==> src/rtl/load_writeback_unit.sv <==
// Load path from the memory stage to the register-file write port: a single AHB-Lite read,
// byte/halfword/word lane extraction with sign/zero extension, and a one-cycle write-back.
module load_writeback_unit #(
    parameter bit BIG_ENDIAN = 1'b0
) (
    input  logic        clk,
    input  logic        rst_n,
    input  logic        req_valid,
    output logic        req_ready,
    input  logic [31:0] req_addr,
    input  logic [1:0]  req_size,
    input  logic        req_signed,
    input  logic [4:0]  req_rd,
    output logic [31:0] HADDR,
    output logic [1:0]  HTRANS,
    output logic [2:0]  HSIZE,
    output logic        HWRITE,
    input  logic [31:0] HRDATA,
    input  logic        HREADY,
    input  logic        HRESP,
    output logic        RegWrite,
    output logic [4:0]  WriteRegister,
    output logic [31:0] WriteData,
    output logic        busy,
    output logic        load_err,
    output logic [1:0]  dbg_state_o
);

    // Handshake: a request transfers on a posedge where req_valid && req_ready; req_ready is
    // high only in IDLE, so a request held during a load is taken on the return to IDLE.
    typedef enum logic [1:0] {
        S_IDLE = 2'd0,
        S_ADDR = 2'd1,
        S_DATA = 2'd2,
        S_WB   = 2'd3
    } state_t;

    state_t      state_q;
    logic [1:0]  addr_lo_q;
    logic [1:0]  size_q;
    logic        signed_q;
    logic [4:0]  rd_q;
    logic [31:0] haddr_q;
    logic [1:0]  htrans_q;
    logic [2:0]  hsize_q;
    logic        regwrite_q;
    logic [4:0]  wreg_q;
    logic [31:0] wdata_q;
    logic        load_err_q;

    logic        req_bad;
    logic [1:0]  lane;
    logic        half_hi;
    logic [7:0]  byte_v;
    logic [15:0] half_v;
    logic [31:0] result_d;

    always_comb begin
        case (req_size)
            2'b01:   req_bad = req_addr[0];
            2'b10:   req_bad = |req_addr[1:0];
            2'b11:   req_bad = 1'b1;
            default: req_bad = 1'b0;
        endcase
    end

    // Big-endian mirrors the lanes: 3 - addr[1:0] is the bitwise inverse for two bits.
    always_comb begin
        lane    = BIG_ENDIAN ? ~addr_lo_q : addr_lo_q;
        half_hi = BIG_ENDIAN ? ~addr_lo_q[1] : addr_lo_q[1];
        case (lane)
            2'd0:    byte_v = HRDATA[7:0];
            2'd1:    byte_v = HRDATA[15:8];
            2'd2:    byte_v = HRDATA[23:16];
            default: byte_v = HRDATA[31:24];
        endcase
        half_v = half_hi ? HRDATA[31:16] : HRDATA[15:0];
        case (size_q)
            2'b00:   result_d = {{24{signed_q & byte_v[7]}}, byte_v};
            2'b01:   result_d = {{16{signed_q & half_v[15]}}, half_v};
            default: result_d = HRDATA;
        endcase
    end

    always_ff @(posedge clk or negedge rst_n) begin
        if (!rst_n) begin
            state_q    <= S_IDLE;
            addr_lo_q  <= 2'b00;
            size_q     <= 2'b00;
            signed_q   <= 1'b0;
            rd_q       <= 5'd0;
            haddr_q    <= 32'd0;
            htrans_q   <= 2'b00;
            hsize_q    <= 3'd0;
            regwrite_q <= 1'b0;
            wreg_q     <= 5'd0;
            wdata_q    <= 32'd0;
            load_err_q <= 1'b0;
        end else begin
            regwrite_q <= 1'b0;
            load_err_q <= 1'b0;
            case (state_q)
                S_IDLE: begin
                    if (req_valid) begin
                        addr_lo_q <= req_addr[1:0];
                        size_q    <= req_size;
                        signed_q  <= req_signed;
                        rd_q      <= req_rd;
                        if (req_bad) begin
                            load_err_q <= 1'b1;
                        end else begin
                            haddr_q  <= req_addr;
                            hsize_q  <= {1'b0, req_size};
                            htrans_q <= 2'b10;
                            state_q  <= S_ADDR;
                        end
                    end
                end
                S_ADDR: begin
                    if (HREADY) begin
                        htrans_q <= 2'b00;
                        state_q  <= S_DATA;
                    end
                end
                S_DATA: begin
                    if (HREADY) begin
                        if (HRESP) begin
                            load_err_q <= 1'b1;
                            state_q    <= S_IDLE;
                        end else begin
                            wdata_q    <= result_d;
                            wreg_q     <= rd_q;
                            regwrite_q <= (rd_q != 5'd0);
                            state_q    <= S_WB;
                        end
                    end
                end
                S_WB: begin
                    state_q <= S_IDLE;
                end
                default: state_q <= S_IDLE;
            endcase
        end
    end

    assign req_ready     = (state_q == S_IDLE);
    assign busy          = (state_q != S_IDLE);
    assign dbg_state_o   = state_q;
    assign HADDR         = haddr_q;
    assign HTRANS        = htrans_q;
    assign HSIZE         = hsize_q;
    assign HWRITE        = 1'b0;
    assign RegWrite      = regwrite_q;
    assign WriteRegister = wreg_q;
    assign WriteData     = wdata_q;
    assign load_err      = load_err_q;

endmodule
==> config.mk <==
export PLATFORM = sky130hd
export DESIGN_NAME = load_writeback_unit
export DESIGN_NICKNAME = d
export VERILOG_FILES = /design/src/rtl/load_writeback_unit.sv
export SDC_FILE = /design/constraint.sdc
export NUM_CORES = 1
export LEC_CHECK = 0
export BUFFER_PORTS_ARGS = -buffer_cell sky130_fd_sc_hd__buf_2
export CORE_MARGIN = 2
export CORE_UTILIZATION = 32
export CTS_BUF_LIST = sky130_fd_sc_hd__clkbuf_8
export DETAILED_ROUTE_END_ITERATION = 7
export PLACE_DENSITY = 0.6
export SLEW_MARGIN = 20
export SYNTH_ARGS = -nofsm -noshare
export SYNTH_HDL_FRONTEND = slang
export SYNTH_SLANG_ARGS = --single-unit
==> constraint.sdc <==
create_clock -name clk -period 2.11 [get_ports clk]
set_input_delay 0.211 -clock clk [delete_from_list [all_inputs] [get_ports clk]]
set_output_delay 0.211 -clock clk [all_outputs]
set_load 0.005 [all_outputs]
==> summary.txt, run 1 <==
Clocking
  • Clock slew at the register clock pins of the worst setup and hold paths: 90 ps
  • Skew-Pair Late Insertion Delay: 370 ps
  • H-tree depth: 3
  • CTS sink count: 86
  • Setup fix buffers added after clock tree synthesis: 0
  • Master cell of the clock root buffer: clkbuf_8
  • Clock tree from TritonCTS: built
  • Number of buffers on the longest clock path: 2
  • Number of CTS-inserted buffers: 9

Placement
  • Worst slack, placed: 318 ps
  • Routability-driven placement congestion ratio: 0.781
  • Number of input and output port buffers inserted: 154
  • HPWL reported at the end of detailed placement: 7970 um
  • # placed instances: 639

Drt
  • Wire per inst: 16.5 um
  • Post-detailed-route count of antenna-violating nets: 0
  • Per-cell via count in the routed design: 5.02
  • Drc violations: 0
  • First-pass DRT Iterations: 4
  • Total routed wirelength: 10,800 um
  • Via count: 3,285
  • Starting DRC count in detailed routing: 222

Timing
  • Worst Hold Margin: 42.2 ps
  • Unrepaired setup endpoints after global routing: false
  • Count of pins over their slew limit: 0
  • Worst-Margin Slew: 553 ps
  • Layout Skew: 6.65 ps
  • Count of endpoints failing hold in the final timing report: 0
  • Highest clock frequency the design can meet: 551 MHz
  • Final setup TNS: 0 ps
  • Post-layout worst setup margin: 294 ps
  • Max-Slew Margin vs Limit: 63.1%
  • Final number of setup-violating endpoints: 0
  • Final worst path period need: 1820 ps
  • Fraction of the cycle the final worst path needs: 86.1%

Logic synthesis
  • Netlist area before placement: 3930 um2
  • Number of warnings issued by yosys: 0
  • Number of synthesized flops with an enable pin: 0
  • Synth Register Bits: 86
  • Number of library cell types mapped by synthesis: 43
  • Synthesized instance count: 351
  • Seq/Total Area, Yosys: 54.8%
  • Async set or reset register ratio after synthesis: 100%
  • Dominant synthesized flop cell: dfrtp_1
  • Average cell area after synthesis: 11.2 um2

Hold path
  • Kind of path behind the tightest hold check: primary input to register

Floorplan
  • Chip height: 115 um
  • Floorplan Core Area: 12,000 um2
  • Die area: 13,200 um2
  • Initial core utilization: 32.7%
  • Horizontal extent of the die: 115 um
  • Top-level I/O count: 158
  • Row count: 40

Global routing
  • Number of antenna violations at the first check in global routing: 1
  • Largest net degree at the start of global routing: 48
  • GRT Resource Usage Total: 17.1%
  • Total overflow reported by the global router: 0
  • Via count of the first global-routing pass: 3,273
  • Wire length of the first global-routing pass: 17,300 um

Critical path
  • Critical Path Source Type: register
  • Critical path arrival: 2060 ps
  • Setup CP Type: register to register
  • Critical path endpoint category: register
  • Critical path data required time: 2350 ps
  • Crit Path Max Fanout: 47

Power
  • Power per unit of standard cell area: 1400 nW/um2
  • Leakage power figure: 2.47 nW
  • Max rail drop VDD: 0.604 mV

Final layout
  • Count of nets after finishing: 581
  • Share of final-layout standard cells stronger than drive strength 1: 44.3%
  • Non-filler instance count after layout: 655
  • Antenna fix cells: 0
  • Layout overhead on the synthesized area: 27.9%

Run status
  • Run status: finished, final reports clean

Run
  • Number of max-cap violations: 0
-- report_power, final --
group          total [W]  switching, W  internal, W
Clock            0.00105      0.000607     0.000446
Combinational    0.00298       0.00150      0.00148
Sequential       0.00300      0.000530      0.00247
-- kinds of logic (layout without fill, tap and decap cells) --
logic type / Yosys count / after routing / synth area share (%)
and+or+nand+nor: 97 / 97 / 11.7
AOI/OAI and AO/OA: 92 / 92 / 16.0
DFF: 86 / 86 / 54.8
muxes: 44 / 44 / 12.9
buffers and inverters: 31 / 186 / 4.49
other: 1 / 3 / 0.0955
-- critical path, cell delays in order, from the launching register on --
cell	delay, ps
dfrtp_1	440
nand2b_4	180
or3b_2	510
buf_12	200
a221oi_1	230
a21oi_1	110
-- cells in the mapped netlist, types with 2 or more instances --
cell / count / area, um2
a211oi_1: 4 / 30.0
a21o_1: 6 / 45.0
a21oi_1: 46 / 230
a221oi_1: 8 / 70.1
a22o_1: 3 / 26.3
a311oi_1: 4 / 35.0
a31oi_1: 3 / 18.8
and2_1: 3 / 18.8
and2b_1: 2 / 15.0
buf_2: 9 / 45.0
buf_4: 7 / 52.6
buf_6: 3 / 33.8
clkbuf_1: 7 / 26.3
dfrtp_1: 86 / 2150
inv_1: 4 / 15.0
mux2_1: 8 / 90.1
mux2_2: 32 / 360
mux2i_1: 3 / 30.0
nand2_1: 35 / 131
nand3_1: 2 / 10.0
nor2_1: 35 / 131
nor2b_1: 6 / 37.5
nor3_1: 2 / 10.0
o21ai_0: 6 / 30.0
o22ai_1: 2 / 12.5
o31ai_2: 3 / 37.5
o41ai_2: 4 / 65.1
or3_1: 3 / 18.8
-- registers in the layout, indices dropped and copies added, names as in the netlist, 2 cells and up --
signal         cells
HADDR             32
WriteData         32
WriteRegister      5
rd_q               5
HSIZE              2
addr_lo_q          2
dbg_state_o        2
size_q             2
-- metrics by stage --
stage | cell area, um2 | total power (W) | util, %
floorplan | 3930 | 0.00470 | -
global placement | 4850 | 0.00596 | 40.3
detailed placement | 4850 | 0.00605 | 40.3
CTS | 5020 | 0.00712 | 41.8
global route | 5020 | 0.00761 | 41.8
finish | 5020 | 0.00703 | 41.8
-- layout make-up --
cell class	count	area, um2
Clock buffer	10	138
Clock inverter	5	27.5
Fill cell	1216	6990
Inverter	5	18.8
Multi-Input combinational cell	236	1610
Sequential cell	86	2150
Tap cell	147	184
Timing Repair Buffer	166	891
-- layout by cell type, fill, tap and decap left out, types with 2 or more instances in the layout --
cell type | netlist | routed
or3_1 | 3 | 3
dfrtp_1 | 86 | 86
nor2_1 | 35 | 35
a311oi_1 | 4 | 4
buf_2 | 9 | 153
a31oi_1 | 3 | 3
o22ai_1 | 2 | 2
conb_1 | 1 | 3
nand3_1 | 2 | 2
nor2b_1 | 6 | 6
and2b_1 | 2 | 2
o21ai_0 | 6 | 6
mux2_2 | 32 | 32
nor3_1 | 2 | 2
and2_1 | 3 | 3
a21oi_1 | 46 | 46
inv_1 | 4 | 5
a21o_1 | 6 | 6
o41ai_2 | 4 | 4
buf_4 | 7 | 10
clkbuf_8 | 0 | 10
mux2i_1 | 3 | 3
nand2_1 | 35 | 35
a221oi_1 | 8 | 8
mux2_1 | 8 | 8
a22o_1 | 3 | 3
clkinv_2 | 0 | 3
buf_12 | 0 | 2
a211oi_1 | 4 | 4
o31ai_2 | 3 | 3
-- metal layers --
metal / track usage (%) / vias up / share of wire (%)
met1: 22.0 / 1594 / 45
met5: 0 / - / 0.12
met3: 5.17 / 11 / 7.8
met4: 5.54 / 2 / 1.1
met2: 27.8 / 130 / 46
li1: - / 1548 / -
-- worst paths after layout --
path,depth (start not counted),start,slack [ps],to
setup / recovery,5,dbg_state_o[0],290,WriteData[9]
hold / removal,3,req_signed,40,signed_q
setup reg to reg,5,dbg_state_o[0],290,WriteData[9]
hold reg to reg,2,HTRANS[1],480,HTRANS[1]
max in group asynchronous,3,rst_n,1080,rd_q[4]
min in group asynchronous,2,rst_n,370,WriteData[3]
-- what timing repair did --
item                      CTS  global route
gates resized for setup     0             0
hold endpoints to repair   38             0
hold buffers                1             0
(Power assumes the default switching activity.)
==> run 2, diff against run 1 <==
- ABC_AREA: default -> 1
- PLACE_DENSITY: 0.6 -> 0.59
==> run 2 against run 1 <==
  * Combinational power shrank 5%
  * Die area grew 6.1%
  * Wire length grew 3.1%
  * Sequential power shrank 2%
  * Area after synthesis grew 6.3%
==> summary.txt, run 2 <==
Run status
  • Run status: finished, final reports clean (unchanged)

Clocking
  • H-tree depth: 3 (unchanged)
  • Number of buffers on the longest clock path: 2 (unchanged)
  • Count of hold-fix buffers inserted at cts: 1 (unchanged)
  • Setup fix buffers added after clock tree synthesis: 0 (unchanged)
  • Resized cells post-CTS: 0 (unchanged)
  • CTS sink count: 86 (unchanged)
  • Number of CTS-inserted buffers: 9 (unchanged)
  • Skew-Pair Late Insertion Delay: 380 ps (was 370 ps)
  • Master cell of the clock root buffer: clkbuf_8 (unchanged)
  • Clock tree from TritonCTS: built (unchanged)
  • Clock slew at the register clock pins of the worst setup and hold paths: 100 ps (was 90 ps)

Drt
  • Via count: 3,699 (was 3,285)
  • Wire per inst: 13.4 um (was 16.5 um)
  • Per-cell via count in the routed design: 4.44 (was 5.02)
  • Post-detailed-route count of antenna-violating nets: 0 (unchanged)
  • Total routed wirelength: 11,100 um (was 10,800 um)
  • Starting DRC count in detailed routing: 227 (was 222)
  • First-pass DRT Iterations: 4 (unchanged)
  • Drc violations: 0 (unchanged)

Critical path
  • Crit Path Max Fanout: 16 (was 47)
  • Setup CP Type: register to register (unchanged)
  • Critical path data required time: 2420 ps (was 2350 ps)
  • Critical Path Source Type: register (unchanged)
  • Critical path arrival: 2030 ps (was 2060 ps)
  • Critical path endpoint category: register (unchanged)

Logic synthesis
  • Async set or reset register ratio after synthesis: 100% (unchanged)
  • Number of library cell types mapped by synthesis: 30 (was 43)
  • Count leader, synth: nand2_1 (was dfrtp_1)
  • Average cell area after synthesis: 8.22 um2 (was 11.2 um2)
  • Netlist area before placement: 4170 um2 (was 3930 um2)
  • Seq/Total Area, Yosys: 51.6% (was 54.8%)
  • Dominant synthesized flop cell: dfrtp_1 (unchanged)
  • Number of warnings issued by yosys: 0 (unchanged)
  • Cell taking the most area after synthesis: dfrtp_1 (unchanged)
  • Synthesized instance count: 508 (was 351)
  • Commonest cells in the netlist: nand2_1, dfrtp_1, inv_1, o21ai_0, a21oi_1 (was dfrtp_1, a21oi_1, nand2_1, nor2_1, mux2_2)
  • Synth Register Bits: 86 (unchanged)
  • Synth top area cells: dfrtp_1, nand2_1, o21ai_0, inv_1, a21oi_1 (was dfrtp_1, mux2_2, a21oi_1, nand2_1, nor2_1)
  • Number of synthesized flops with an enable pin: 0 (unchanged)
  • Area fraction of the dominant cell type after synthesis: 51.6% (was 54.8%)

Final layout
  • Layout overhead on the synthesized area: 27.7% (was 27.9%)
  • Share of final-layout standard cells stronger than drive strength 1: 33.0% (was 44.3%)
  • Antenna fix cells: 0 (unchanged)
  • Commonest cells after routing, fill and taps aside: buf_2, nand2_1, dfrtp_1 (was buf_2, dfrtp_1, a21oi_1)
  • Count of nets after finishing: 733 (was 581)
  • Most common cell after layout, fill and taps aside: buf_2 (unchanged)
  • Non-filler instance count after layout: 833 (was 655)

Floorplan
  • Initial core utilization: 32.9% (was 32.7%)
  • Top-level I/O count: 158 (unchanged)
  • Floorplan Core Area: 12,700 um2 (was 12,000 um2)
  • Chip height: 118 um (was 115 um)
  • Horizontal extent of the die: 118 um (was 115 um)
  • Die area: 14,000 um2 (was 13,200 um2)
  • Row count: 41 (was 40)

Global routing
  • Number of antenna violations at the first check in global routing: 0 (was 1)
  • GRT Resource Usage Total: 16.4% (was 17.1%)
  • Largest net degree at the start of global routing: 70 (was 48)
  • Wire length of the first global-routing pass: 18,200 um (was 17,300 um)
  • Total overflow reported by the global router: 0 (unchanged)
  • Via count of the first global-routing pass: 3,740 (was 3,273)

Timing
  • Count of endpoints failing hold in the final timing report: 0 (unchanged)
  • Highest clock frequency the design can meet: 580 MHz (was 551 MHz)
  • Worst-Margin Slew: 718 ps (was 553 ps)
  • Fraction of the cycle the final worst path needs: 81.7% (was 86.1%)
  • Layout Skew: 15.4 ps (was 6.65 ps)
  • Final worst path period need: 1720 ps (was 1820 ps)
  • Final number of setup-violating endpoints: 0 (unchanged)
  • Max-Slew Margin vs Limit: 52.1% (was 63.1%)
  • Unrepaired setup endpoints after global routing: false (unchanged)
  • Final setup TNS: 0 ps (unchanged)
  • Count of pins over their slew limit: 0 (unchanged)

Power
  • Leakage power figure: 2.91 nW (was 2.47 nW)
  • Power per unit of standard cell area: 1330 nW/um2 (was 1400 nW/um2)
  • Max rail drop VDD: 0.510 mV (was 0.604 mV)

Placement
  • Routability-driven placement congestion ratio: 0.897 (was 0.781)
  • HPWL reported at the end of detailed placement: 8330 um (was 7970 um)
  • # placed instances: 816 (was 639)
  • Number of input and output port buffers inserted: 154 (unchanged)

Hold path
  • Kind of path behind the tightest hold check: primary input to register (unchanged)

Run
  • Number of max-cap violations: 0 (unchanged)
run 2: changes by cell type after synthesis, sizes merged, moves of 8 or more:
cell and change:
or2 +23, mux2 -40, o21ai +59, o211ai +8
a21oi -12, inv +68, nand2 +93, nand3 +23
a221oi -8
run 2: final cells by class:
cell class	instances	area, um2
Fill cell	1325	7340
Sequential cell	86	2150
Multi-Input combinational cell	323	1580
Timing Repair Buffer	163	868
Inverter	73	279
Tap cell	172	215
Clock buffer	11	151
Clock inverter	5	81.3
run 2: power breakdown:
part           leakage (nW)  switching, W  internal (W)  total, W
Clock                 0.116      0.000607      0.000731   0.00134
Sequential             1.05      0.000498       0.00244   0.00293
Combinational          1.74       0.00157       0.00125   0.00282
run 2: cells by family (layout without fill, tap and decap cells):
family | count (synthesis) | after routing | share of synthesized area (%)
AO/OA/AOI/OAI | 110 | 110 | 14.5
flip-flops | 86 | 86 | 51.6
AND/OR/NAND/NOR | 210 | 210 | 23.2
buffers and inverters | 101 | 252 | 10.7
other | 1 | 3 | 0.0898
run 2: layer usage:
layer / track usage (%) / wire (um) / share of wire, % / vias to the layer above
met3: 5.41 / 994 / 8.9 / 16
li1: - / - / - / 1880
met2: 25.4 / 4910 / 44 / 151
met4: 7.08 / 192 / 1.7 / 0
met5: 0 / 0 / 0 / -
met1: 20.8 / 5060 / 45 / 1652
run 2: metrics by stage:
stage | cell area, um2 | hold WS (ps) | setup WS (ps) | power, W | util [%]
final | 5330 | 42.0 | 386 | 0.00709 | 42.1
after global routing | 5330 | 56.3 | 216 | 0.00774 | 42.1
after CTS | 5330 | 21.9 | 382 | 0.00720 | 42.1
after detailed placement | 5090 | 317 | 421 | 0.00582 | 40.2
after global placement | 5090 | 312 | 528 | 0.00573 | 40.2
after floorplan | 4180 | -84.6 | 786 | 0.00457 | -
run 2: worst max-delay path, stage by stage (launching register included):
cell and delay, ps:
dfrtp_1 550, inv_2 260, nand2_1 130, a21oi_4 180, nand3_4 240, nand3_1 180
nand2_1 70, inv_1 50
run 2: path summary, 6_finish.rpt:
kind                                       start          endpoint  slack [ps]  cells after the start
worst min-delay path                  req_signed          signed_q          40                      3
min in group asynchronous                  rst_n           rd_q[3]         430                      2
worst max register to register      addr_lo_q[1]     WriteData[20]         390                      7
max in group asynchronous                  rst_n         HADDR[16]        1040                      3
worst max-delay path                addr_lo_q[1]     WriteData[20]         390                      7
worst min register to register  WriteRegister[4]  WriteRegister[4]         480                      2
==> run 3, diff against run 2 <==
- PLACE_DENSITY: 0.59 -> 0.61
- clock period: 2.11 -> 1.4 ns (I/O delays scaled with it)
==> run 3 against run 2 <==
  * Global-route usage rose by 0.63 points
  * Largest cell class unchanged
  * Cell area rose by 8.4%
  * Cell count rose by 3.5%
  * Largest power group is now combinational cells
  * Critical path type unchanged
  * The flow now finishes with violations (setup timing)
  * Register-to-register slack got worse by 400 ps
==> summary.txt, run 3 (synthesized netlist as in run 2, its figures left out) <==
Final layout
  • Count of filler cells inserted in the layout: 1,285 (was 1,325)
  • Most common cell after layout, fill and taps aside: buf_2 (unchanged)
  • Count of nets after finishing: 762 (was 733)
  • Layout overhead on the synthesized area: 38.4% (was 27.7%)
  • Commonest cells after routing, fill and taps aside: buf_2, nand2_1, dfrtp_1 (unchanged)
  • Share of final-layout standard cells stronger than drive strength 1: 37.4% (was 33.0%)
  • Antenna fix cells: 0 (unchanged)

Global routing
  • Wire length of the first global-routing pass: 19,100 um (was 18,200 um)
  • Number of antenna violations at the first check in global routing: 0 (unchanged)
  • Via count of the first global-routing pass: 3,877 (was 3,740)
  • GRT Resource Usage Total: 17.0% (was 16.4%)
  • Largest net degree at the start of global routing: 87 (was 70)
  • Total overflow reported by the global router: 0 (unchanged)

Power
  • Power per unit of standard cell area: 1980 nW/um2 (was 1330 nW/um2)
  • Flop pwr share: 38.8% (was 41.4%)
  • Combinational power share: 43.4% (was 39.8%)
  • Switching share of power: 37.8% (was 37.7%)
  • Leakage power figure: 3.09 nW (was 2.91 nW)
  • Clock power share: 17.7% (was 18.9%)
  • Post-route total power: 0.0114 W (was 0.00709 W)
  • Internal power component: 0.00710 W (was 0.00442 W)
  • Max rail drop VDD: 0.790 mV (was 0.510 mV)
  • Net Sw Power: 0.00432 W (was 0.00268 W)

Critical path
  • Largest delay contributor family on the critical path: flip-flops (was simple AND/OR/NAND/NOR gates)
  • Reg2Reg Setup Slack: -20 ps (was 390 ps)
  • Critical path data required time: 1660 ps (was 2420 ps)
  • Cell type of the slowest stage on the worst timing path: dfrtp_2 (was dfrtp_1)
  • Largest stage delay on the critical path: 440 ps (was 550 ps)
  • Critical Path Source Type: register (unchanged)
  • Series of cell instances along the critical path: buf_6, nand2_2, o21a_1, nand3_4, clkbuf_16, nand3_2, nand2_1, inv_1 (was inv_2, nand2_1, a21oi_4, nand3_4, nand3_1, nand2_1, inv_1)
  • Number of buffers and inverters on the critical path: 3 (was 2)
  • Critical path arrival: 1670 ps (was 2030 ps)
  • Critical path endpoint category: register (unchanged)
  • Setup CP Type: register to register (unchanged)
  • Crit Path Max Fanout: 12 (was 16)

Timing
  • Count of endpoints failing hold in the final timing report: 0 (unchanged)
  • Unrepaired setup endpoints after global routing: true (was false)
  • Worst Hold Margin: 21.6 ps (was 42.0 ps)
  • Final worst path period need: 1420 ps (was 1720 ps)
  • Fraction of the cycle the final worst path needs: 101% (was 81.7%)
  • Layout Skew: 10.4 ps (was 15.4 ps)
  • Final number of setup-violating endpoints: 2 (was 0)
  • Post-layout worst setup margin: -15.6 ps (was 386 ps)
  • Count of pins over their slew limit: 0 (unchanged)
  • Highest clock frequency the design can meet: 706 MHz (was 580 MHz)

Clocking
  • Number of CTS-inserted buffers: 9 (unchanged)
  • Clock slew at the register clock pins of the worst setup and hold paths: 80 ps (was 100 ps)
  • H-tree depth: 3 (unchanged)
  • CTS sink count: 86 (unchanged)
  • Number of buffers on the longest clock path: 2 (unchanged)
  • Master cell of the clock root buffer: clkbuf_8 (unchanged)
  • Clock tree from TritonCTS: built (unchanged)
  • Skew-Pair Late Insertion Delay: 360 ps (was 380 ps)

Floorplan
  • Die area: 14,000 um2 (unchanged)
  • Initial core utilization: 32.9% (unchanged)
  • Floorplan Core Area: 12,700 um2 (unchanged)
  • Top-level I/O count: 158 (unchanged)
  • Horizontal extent of the die: 118 um (unchanged)
  • Chip height: 118 um (unchanged)
  • Row count: 41 (unchanged)

Placement
  • Number of input and output port buffers inserted: 154 (unchanged)
  • HPWL reported at the end of detailed placement: 8260 um (was 8330 um)
  • Routability-driven placement congestion ratio: 0.928 (was 0.897)
  • Worst slack, placed: -69.9 ps (was 421 ps)

Drt
  • First-pass DRT Iterations: 4 (unchanged)
  • Starting DRC count in detailed routing: 196 (was 227)
  • Per-cell via count in the routed design: 4.56 (was 4.44)
  • Post-detailed-route count of antenna-violating nets: 0 (unchanged)
  • Total routed wirelength: 12,000 um (was 11,100 um)
  • Drc violations: 0 (unchanged)
  • Wire per inst: 13.9 um (was 13.4 um)
  • Via count: 3,932 (was 3,699)

Hold path
  • Kind of path behind the tightest hold check: primary input to register (unchanged)

Run status
  • Run status: finished, violations left (was finished, final reports clean)
  • Violated checks: setup timing

Run
  • Number of max-cap violations: 0 (unchanged)
## run 3: path summary, 6_finish.rpt
kind	from	to	depth (start not counted)
max in group asynchronous	rst_n	size_q[0]	3
setup reg to reg	addr_lo_q[1]	WriteData[30]	8
hold reg to reg	HADDR[29]	HADDR[29]	2
setup / recovery	addr_lo_q[1]	WriteData[30]	8
hold / removal	req_addr[26]	HADDR[26]	3
min in group asynchronous	rst_n	HADDR[17]	3
## run 3: layout make-up
cell class / instances / area (um2) / share of cell area, %
Clock buffer: 12 / 165 / 2.86
Clock inverter: 4 / 68.8 / 1.19
Inverter: 73 / 282 / 4.87
Multi-Input combinational cell: 324 / 1700 / 29.5
Sequential cell: 86 / 2160 / 37.3
Tap cell: 172 / 215 / 3.72
Timing Repair Buffer: 191 / 1190 / 20.6
## run 3: per-layer routing
metal | routed length, um | vias to the layer above | global-route usage [%]
met5 | 0 | - | 0
met4 | 259 | 0 | 6.10
met3 | 880 | 21 | 4.97
met2 | 5660 | 156 | 27.0
met1 | 5190 | 1812 | 21.9
li1 | - | 1943 | -
## run 3: repair_timing
item / 4_1_cts / 5_1_grt
pin swaps: 3 / 2
cloned: 1 / 2
setup endpoints to repair: 30 / 31
hold buffers: 14 / 0
buffers inserted: 4 / 0
endpoints found under the hold margin: 99 / 0
gates resized for setup: 6 / 35
## run 3: stage by stage
| step | area [um2] | cells | setup TNS, ps | util [%] |
|---|---|---|---|---|
| 2_1_floorplan | 4180 | 510 | 0 | - |
| 3_3_place_gp | 5190 | 825 | -85.1 | 41.0 |
| 3_5_place_dp | 5190 | 825 | -1040 | 41.0 |
| 4_1_cts | 5630 | 860 | 0 | 44.4 |
| 5_1_grt | 5780 | 862 | -1120 | 45.6 |
| 6_report | 5780 | 862 | -30.8 | 45.6 |
## run 3: power by group through the flow
stage          combinational [W]  sequential, W  clock [W]
4_1_cts                  0.00472        0.00442    0.00212
2_1_floorplan            0.00246        0.00443          0
3_3_place_gp             0.00449        0.00440          0
6_report                 0.00496        0.00444    0.00203
3_5_place_dp             0.00455        0.00443          0
5_1_grt                  0.00560        0.00459    0.00220
## run 3: worst register-to-register path, cell delays in order (launching register included)
cell	delay (ps)
dfrtp_2	440
buf_6	140
nand2_2	40
o21a_1	210
nand3_4	130
clkbuf_16	190
nand3_2	70
nand2_1	60
inv_1	40
